[config.mk]
export PLATFORM = sky130hd
export DESIGN_NAME = ita_output_fifo
export DESIGN_NICKNAME = d
export VERILOG_FILES = /design/src/rtl/ita_output_fifo.sv
export SDC_FILE = /design/constraint.sdc
export NUM_CORES = 1
export LEC_CHECK = 0
export BUFFER_PORTS_ARGS = -buffer_cell sky130_fd_sc_hd__buf_2
export CAP_MARGIN = 20
export CORE_ASPECT_RATIO = 1.2
export CORE_MARGIN = 1
export CORE_UTILIZATION = 35
export DETAILED_ROUTE_END_ITERATION = 10
export GPL_ROUTABILITY_DRIVEN = 0
export PLACE_DENSITY = 0.56
export SLEW_MARGIN = 15
export SYNTH_ARGS = -nofsm -noshare
export SYNTH_HDL_FRONTEND = slang
export SYNTH_SLANG_ARGS = --single-unit
[constraint.sdc]
create_clock -name clk_i -period 13.5 [get_ports clk_i]
set_clock_uncertainty 0.15 [all_clocks]
set_input_delay 1.35 -clock clk_i [delete_from_list [all_inputs] [get_ports clk_i]]
set_output_delay 1.35 -clock clk_i [all_outputs]
set_load 0.005 [all_outputs]
[src/rtl/ita_output_fifo.sv]
// Output FIFO between the ITA datapath and the controller: buffers requantized beats with tile tags.
// Define ITA_OUTPUT_FIFO_BYPASS_EN to let beats pass straight through while the FIFO is empty.
module ita_output_fifo #(
    parameter int unsigned DEPTH = 4,
    // ita_package N*WO (16 x 8-bit lanes)
    parameter int unsigned DW    = 128,
    parameter int unsigned CW    = 8
) (
    input  logic                         clk_i,
    input  logic                         rst_ni,
    input  logic                         flush_i,
    input  logic [DW-1:0]                data_i,
    input  logic [CW-1:0]                tile_x_i,
    input  logic [CW-1:0]                tile_y_i,
    input  logic                         last_i,
    input  logic                         valid_i,
    output logic                         ready_o,
    output logic [DW-1:0]                data_o,
    output logic [CW-1:0]                tile_x_o,
    output logic [CW-1:0]                tile_y_o,
    output logic                         last_o,
    output logic                         valid_o,
    input  logic                         ready_i,
    output logic [$clog2(DEPTH+1)-1:0]   count_o,
    output logic                         empty_o,
    output logic                         full_o,
    output logic                         tile_done_o
);

    localparam int unsigned AW   = $clog2(DEPTH);
    localparam int unsigned CNTW = $clog2(DEPTH + 1);
    localparam int unsigned EW   = DW + 2 * CW + 1;

    localparam logic [1:0] StEmpty   = 2'd0;
    localparam logic [1:0] StPartial = 2'd1;
    localparam logic [1:0] StFull    = 2'd2;

    logic [1:0]      state_q, state_d;
    logic [AW-1:0]   wr_ptr_q, wr_ptr_d;
    logic [AW-1:0]   rd_ptr_q, rd_ptr_d;
    logic [CNTW-1:0] count_q, count_d;
    logic            tile_done_q, tile_done_d;
    logic [EW-1:0]   mem_q [DEPTH];

    logic [EW-1:0]   in_entry;
    logic [EW-1:0]   head;
    logic            bypass_active;
    logic            push, pop, wr_en, rd_en;

    assign in_entry = {data_i, tile_x_i, tile_y_i, last_i};
    assign empty_o  = (state_q == StEmpty);
    assign full_o   = (state_q == StFull);
    assign ready_o  = !full_o;

`ifdef ITA_OUTPUT_FIFO_BYPASS_EN
    assign bypass_active = empty_o;
    assign valid_o       = empty_o ? valid_i : 1'b1;
    assign head          = empty_o ? in_entry : mem_q[rd_ptr_q];
`else
    assign bypass_active = 1'b0;
    assign valid_o       = !empty_o;
    assign head          = mem_q[rd_ptr_q];
`endif

    assign {data_o, tile_x_o, tile_y_o, last_o} = head;

    assign push  = valid_i && ready_o;
    assign pop   = valid_o && ready_i;
    // A beat consumed straight from the input never touches storage
    assign wr_en = push && !(bypass_active && pop);
    assign rd_en = pop && !bypass_active;

    assign count_o     = count_q;
    assign tile_done_o = tile_done_q;

    always_comb begin
        state_d     = state_q;
        wr_ptr_d    = wr_ptr_q;
        rd_ptr_d    = rd_ptr_q;
        count_d     = count_q;
        tile_done_d = 1'b0;
        if (flush_i) begin
            state_d  = StEmpty;
            wr_ptr_d = '0;
            rd_ptr_d = '0;
            count_d  = '0;
        end else begin
            tile_done_d = pop && last_o;
            if (wr_en) wr_ptr_d = wr_ptr_q + 1'b1;
            if (rd_en) rd_ptr_d = rd_ptr_q + 1'b1;
            case (state_q)
                StEmpty: begin
                    if (wr_en) begin
                        state_d = StPartial;
                        count_d = count_q + CNTW'(1);
                    end
                end
                StPartial: begin
                    if (wr_en && !rd_en) begin
                        count_d = count_q + CNTW'(1);
                        if (count_q == CNTW'(DEPTH - 1)) state_d = StFull;
                    end else if (rd_en && !wr_en) begin
                        count_d = count_q - CNTW'(1);
                        if (count_q == CNTW'(1)) state_d = StEmpty;
                    end
                end
                StFull: begin
                    if (rd_en) begin
                        state_d = StPartial;
                        count_d = count_q - CNTW'(1);
                    end
                end
                default: state_d = StEmpty;
            endcase
        end
    end

    always_ff @(posedge clk_i or negedge rst_ni) begin
        if (!rst_ni) begin
            state_q     <= StEmpty;
            wr_ptr_q    <= '0;
            rd_ptr_q    <= '0;
            count_q     <= '0;
            tile_done_q <= 1'b0;
        end else begin
            state_q     <= state_d;
            wr_ptr_q    <= wr_ptr_d;
            rd_ptr_q    <= rd_ptr_d;
            count_q     <= count_d;
            tile_done_q <= tile_done_d;
        end
    end

    always_ff @(posedge clk_i) begin
        if (wr_en && !flush_i) begin
            mem_q[wr_ptr_q] <= in_entry;
        end
    end

endmodule
# Word-level counts from Yosys, hierarchy flattened
# Memory sizes are Yosys's and may differ from the RTL's.
# Cells that the tools add are included.
[word_totals] reg_bits=10 ram_bits=580 input_bits=150 wordCells=57 mem_count=1
[classes] addsub=4 eq_ne=9 mux=21 reduce_logical=17
[memory_table] memory="mem_q" words=4 word_bits=145 read_ports=1 rd_clocked_by_memory_dff=0 write_ports=1 line_no="43" text="logic [EW-1:0] mem_q [DEPTH];"
[op_table] cell="2-bit 2-to-1 mux" n=11
[op_table] cell="3-bit 2-to-1 mux" n=5
[op_table] cell="4-bit != test, second input constant" n=3
[op_table] cell="3-bit case mux with 3 select lines" n=1
[op_table] cell="1-bit logical AND" n=6
[op_table] cell="3-bit by 2-bit != test with 1-bit output, second input constant" n=2
[op_table] cell="2-bit case mux with 3 select lines" n=1
[op_table] cell="1-bit zero test" n=5
[op_table] cell="5-bit AND reduction" n=1
[op_table] cell="2-bit by 1-bit adder with 2-bit output, second input constant" n=2
[op_table] cell="4-bit AND reduction" n=1
[op_table] cell="2-bit nonzero test" n=2
[op_table] cell="4-bit nonzero test" n=1
[op_table] cell="3-bit by 1-bit adder with 3-bit output, second input constant" n=1
[op_table] cell="3-bit by 1-bit equality test with 1-bit output, second input constant" n=1
[op_table] cell="3-bit by 2-bit equality test with 1-bit output, second input constant" n=1
[op_table] cell="1-bit 2-to-1 mux" n=3
[op_table] cell="3-bit by 1-bit subtractor with 3-bit output, second input constant" n=1
[op_table] cell="2-bit by 1-bit equality test with 1-bit output, second input constant" n=1
[op_table] cell="2-bit equality test, second input constant" n=1
[op_table] cell="2-bit zero test" n=1

# Logic depth before layout (Yosys ltp)
[depth] word_depth=9 depth_mapped=9 mapped_depth_nobuf=9

# Least setup slack after synthesis
# OpenSTA, ideal clock, no wires.
[synth_path] path_type="input port to flip-flop" startpoint="in flush_i" endpoint="mem mem_q[0][0] (netlist name), enable pin" setup_ps=522 arrival_ps=4981 required_ps=12828 setup_slack_ps=7847 stages=2 cell_sequence="nor3b_1 and2_1"
[synth_between] elab_chain_cells=4
[synth_rtl] element="start, declared" line_no="11" text="input logic flush_i,"
[synth_rtl] element="1-bit zero test" line_no="135" text="if (wr_en && !flush_i) begin"
[synth_rtl] element="1-bit logical AND" line_no="135"
[synth_rtl] element="1-bit 2-to-1 mux" line_no="135"
[synth_rtl] element="1-bit 2-to-1 mux (implied by the code)" line_no="136" text="mem_q[wr_ptr_q] <= in_entry;"
[synth_rtl] element="end, declared" line_no="43"
# No other way between the ends.

# Worst setup path after layout
[layout_path] startpoint="reg rd_ptr_q[0]" endpoint="out data_o[75]"
[layout_between] elab_chain_cells=1
[layout_rtl] element="start, declared" line_no="40" text="logic [AW-1:0] rd_ptr_q, rd_ptr_d;"
[layout_rtl] element="start signal, assigned" line_no="128" text="rd_ptr_q <= rd_ptr_d;"
[layout_rtl] element="memory 4 x 145 bit"
[layout_rtl] element="end, declared" line_no="18" text="output logic [DW-1:0] data_o,"
# No other way between the ends.

==> report_table.html <==
<table>
<tr><th>Metric</th><th>Value</th></tr>
<tr><th colspan="2">Clock network</th></tr>
<tr><td>TritonCTS Buffers</td><td>57</td></tr>
<tr><td>Total setup buffers inserted after CTS</td><td>0</td></tr>
<tr><td>Clock root buffer</td><td>clkbuf_16</td></tr>
<tr><td>Post-cts sizing count</td><td>0</td></tr>
<tr><td>Number of hold buffers added after cts</td><td>0</td></tr>
<tr><td>Clock Pin Slew Worst Setup and Hold Paths</td><td>0.06 ns</td></tr>
<tr><td>Bufs on Longest Clock Path</td><td>3</td></tr>
<tr><td>Worst skew pair latency</td><td>0.59 ns</td></tr>
<tr><td>TritonCTS clock tree</td><td>built</td></tr>
<tr><td>Number of clock sinks seen by CTS</td><td>590</td></tr>
<tr><td>Maximum level of the CTS H-tree</td><td>2</td></tr>
<tr><th colspan="2">Floorplanning</th></tr>
<tr><td>Top Ports</td><td>303</td></tr>
<tr><td>Initial core utilization</td><td>35.5%</td></tr>
<tr><td>Die Span X</td><td>229 um</td></tr>
<tr><td>Die height</td><td>275 um</td></tr>
<tr><td>Core area</td><td>0.0611 sq mm</td></tr>
<tr><td>Die Area</td><td>0.0629 sq mm</td></tr>
<tr><td>Placement row count</td><td>99</td></tr>
<tr><th colspan="2">Worst setup path</th></tr>
<tr><td>Critical path required time</td><td>12.00 ns</td></tr>
<tr><td>RR Startpoint</td><td>state_q[0]$_DFFE_PN0P_</td></tr>
<tr><td>Slowest cell delay on critical path</td><td>0.81 ns</td></tr>
<tr><td>Setup Crit Path Kind</td><td>flop to output port</td></tr>
<tr><td>Startpoint type of the worst setup path</td><td>flop</td></tr>
<tr><td>Crit path capture type</td><td>output port</td></tr>
<tr><td>Cell family with the largest share of critical-path delay</td><td>buffers and inverters</td></tr>
<tr><td>Worst setup slack for register-to-register paths</td><td>10.14 ns</td></tr>
<tr><td>Buf/Inv on CP</td><td>3</td></tr>
<tr><td>Number of cells on the worst reg-to-reg path</td><td>5</td></tr>
<tr><td>Slowest stage cell on the critical path</td><td>dfrtp_4</td></tr>
<tr><td>Critical R2R Capture</td><td>mem_q[1][76]$_DFFE_PP_</td></tr>
<tr><td>Worst setup startpoint</td><td>rd_ptr_q[0]$_DFFE_PN0P_</td></tr>
<tr><td>List of cells traversed by the critical path</td><td>buf_4 &gt; buf_4 &gt; mux4_2 &gt; buf_2</td></tr>
<tr><td>Most prevalent standard cell on the critical path</td><td>buf_4</td></tr>
<tr><td>Crit path arrival time</td><td>3.78 ns</td></tr>
<tr><td>Critical path peak fanout</td><td>44</td></tr>
<tr><th colspan="2">Placement</th></tr>
<tr><td>Area of placed instances</td><td>0.0241 sq mm</td></tr>
<tr><td>Worst setup slack before clock tree synthesis</td><td>8.69 ns</td></tr>
<tr><td>Number of buffers added on ports</td><td>302</td></tr>
<tr><td>Half-perimeter wire length after placement</td><td>27.2 mm</td></tr>
<tr><td>Placed Instances</td><td>1931</td></tr>
<tr><th colspan="2">Timing</th></tr>
<tr><td>Min Clock Period, post-route</td><td>5.28 ns</td></tr>
<tr><td>Slew at the pin with the worst max-slew slack</td><td>0.993 ns</td></tr>
<tr><td>Final hold violation count</td><td>0</td></tr>
<tr><td>Slew margin rel.</td><td>33.8%</td></tr>
<tr><td>Unrepaired setup endpoints after global routing</td><td>false</td></tr>
<tr><td>Final setup violation count</td><td>0</td></tr>
<tr><td>Min setup slack post-route</td><td>8.22 ns</td></tr>
<tr><td>Total Negative Setup Slacks</td><td>0 ns</td></tr>
<tr><td>F_max</td><td>190 MHz</td></tr>
<tr><td>Fin. max-slew vios</td><td>0</td></tr>
<tr><td>Final period utilization</td><td>39.1%</td></tr>
<tr><th colspan="2">Global routing</th></tr>
<tr><td>Overflow left after global routing</td><td>0</td></tr>
<tr><td>Global-route wire length before repair</td><td>67.0 mm</td></tr>
<tr><td>Initial antenna violation count</td><td>11</td></tr>
<tr><td>Number of global-route vias before repair</td><td>10600</td></tr>
<tr><td>Total GRT Usage</td><td>14.2%</td></tr>
<tr><td>Largest net degree at the start of global routing</td><td>63</td></tr>
<tr><th colspan="2">Routing</th></tr>
<tr><td>Routed length per instance</td><td>22.0 um</td></tr>
<tr><td>Detail Route Antenna Nets</td><td>0</td></tr>
<tr><td>Post-detailed-route DRC marker count</td><td>0</td></tr>
<tr><td>Post-detailed-routing wire length</td><td>44.8 mm</td></tr>
<tr><td>First-pass DRT Iterations</td><td>4</td></tr>
<tr><td>DR vias</td><td>9752</td></tr>
<tr><td>Initial drt markers</td><td>612</td></tr>
<tr><td>Vias/cell</td><td>4.78</td></tr>
<tr><th colspan="2">Run status</th></tr>
<tr><td>Result of the run</td><td>finished, final reports clean</td></tr>
<tr><th colspan="2">Yosys</th></tr>
<tr><td>Top cells by instance count after synthesis</td><td>edfxtp_1, mux4_2, buf_2, ha_1, inv_1</td></tr>
<tr><td>Dominant register cell in the synthesized netlist</td><td>edfxtp_1</td></tr>
<tr><td>Synthesis warning total</td><td>0</td></tr>
<tr><td>Cells taking the most area after synthesis</td><td>edfxtp_1, mux4_2, dfrtp_1, ha_1, buf_4</td></tr>
<tr><td>Synthesized instance count</td><td>841</td></tr>
<tr><td>Post-synthesis cell type count</td><td>28</td></tr>
<tr><td>Dominant cell type by area after synthesis</td><td>edfxtp_1</td></tr>
<tr><td>FF+latch count, synth</td><td>590</td></tr>
<tr><td>Cell Area, Synth</td><td>0.0217 sq mm</td></tr>
<tr><td>Count of flip-flops with a built-in enable after synthesis</td><td>580</td></tr>
<tr><td>Synthesized area per cell</td><td>25.8 sq um</td></tr>
<tr><td>Share of Yosys cell area claimed by the top area cell type</td><td>80.4%</td></tr>
<tr><td>Share of flip-flops with an asynchronous set or reset after synthesis</td><td>1.69%</td></tr>
<tr><td>Most frequent cell after synthesis</td><td>edfxtp_1</td></tr>
<tr><td>Share of the yosys chip area belonging to registers</td><td>81.5%</td></tr>
<tr><td>Net Count, Synth</td><td>1004</td></tr>
<tr><th colspan="2">Power</th></tr>
<tr><td>IR drop worst, VDD</td><td>0.106 mV</td></tr>
<tr><td>Leakage</td><td>0.00858 uW</td></tr>
<tr><td>Power Density</td><td>169 mW/mm^2</td></tr>
<tr><th colspan="2">Final layout</th></tr>
<tr><td>Non-Filler Instances</td><td>2039</td></tr>
<tr><td>Filler Cell Count</td><td>5296</td></tr>
<tr><td>Fraction of layout cells with a size suffix above 1</td><td>44.8%</td></tr>
<tr><td>Nets</td><td>1345</td></tr>
<tr><td>Multi-input gate area</td><td>0.00375 sq mm</td></tr>
<tr><td>Register Area</td><td>0.0177 sq mm</td></tr>
<tr><td>Post-route design area</td><td>0.0260 sq mm</td></tr>
<tr><td>Area added between synthesis and finish</td><td>20.1%</td></tr>
<tr><td>Post-route core utilization</td><td>42.6%</td></tr>
<tr><th colspan="2">Run</th></tr>
<tr><td>Number of max-cap violations</td><td>0</td></tr>
<tr><th colspan="2">Min path</th></tr>
<tr><td>Path class of the lowest-slack min-delay path</td><td>primary input to asynchronous set/reset pin</td></tr>
</table>
flip-flops by register name, summed over array words and instances, names as in the netlist:
signal,cells
state_q,2
count_o,3
wr_ptr_q,2
rd_ptr_q,2
tile_done_o,1
mem_q,580
area by class of cell:
| type | instances | share of cell area (%) |
|---|---|---|
| Antenna cell | 3 | 0.0288 |
| Clock buffer | 72 | 5.86 |
| Clock inverter | 33 | 1.57 |
| Inverter | 11 | 0.159 |
| Multi-Input combinational cell | 207 | 14.4 |
| Sequential cell | 590 | 67.9 |
| Tap cell | 808 | 3.88 |
| Timing Repair Buffer | 315 | 6.18 |
logic make-up (layout without fill, tap and decap cells):
kind of cell               Yosys count  in the layout  synth area share, %
AOI/OAI and AO/OA                   15             15                0.502
xor gates and xnor gates             4              4                0.162
adders and majority gates           13             13                0.750
buffers and inverters               44            431                 1.22
DFF                                590            590                 81.5
muxes                              148            148                 15.2
other                                0              3                    0
and+or+nand+nor                     27             27                0.623
worst max path at each step:
stage,endpoint,slack (ns),cells past startpoint
after global placement,data_o[118],8.69,4
after detailed placement,data_o[75],8.69,4
final,data_o[75],8.22,4
after CTS,data_o[75],8.01,4
after global routing,data_o[117],7.82,4
after floorplan,mem_q[0][0]$_DFFE_PP_,7.85,2
metal layers:
metal / track usage [%] / wire length [um] / vias up / part of all wire, %
li1: - / - / 4290 / -
met1: 18.0 / 18400 / 5125 / 41
met2: 23.7 / 22500 / 238 / 50
met3: 4.09 / 2750 / 81 / 6.1
met4: 4.35 / 1030 / 18 / 2.3
met5: 0 / 110 / - / 0.25
report_power, final:
group | total [uW] | internal [uW] | leakage, uW | switching, uW
Clock | 1650 | 986 | 0.000941 | 660
Sequential | 2140 | 2100 | 0.00540 | 40.2
Combinational | 613 | 315 | 0.00224 | 299
Total | 4400 | 3400 | 0.00858 | 999
metrics by stage:
| step | total power, uW | hold WS, ns |
|---|---|---|
| CTS | 4470 | 0.413 |
| detailed placement | 2810 | 0.452 |
| global route | 4580 | 0.445 |
| global placement | 2810 | 0.441 |
| finish | 4400 | 0.464 |
| floorplan | 2570 | 0.412 |
layout by cell type, fill, tap and decap left out:
cell and n:
mux2_2 2, edfxtp_1 580, a21oi_1 4, xnor2_1 3, nor3b_1 2, a32oi_2 1, inv_6 2, dfrtp_4 2
buf_4 13, nand2_1 5, clkbuf_1 13, dfrtp_1 8, and2_4 4, nand2b_1 2, clkbuf_16 59, buf_2 302
a211oi_1 5, nor2b_1 3, mux2_4 1, clkinv_2 7, a31oi_1 1, clkinv_1 13, mux4_2 145, bufinv_16 10
xor2_1 1, o21ai_0 1, a21oi_2 1, inv_1 11, clkinvlp_4 1, nor2_1 10, o21bai_1 2, nand3b_1 1
diode_2 3, ha_1 13
Power figures use the tool's default switching activity.
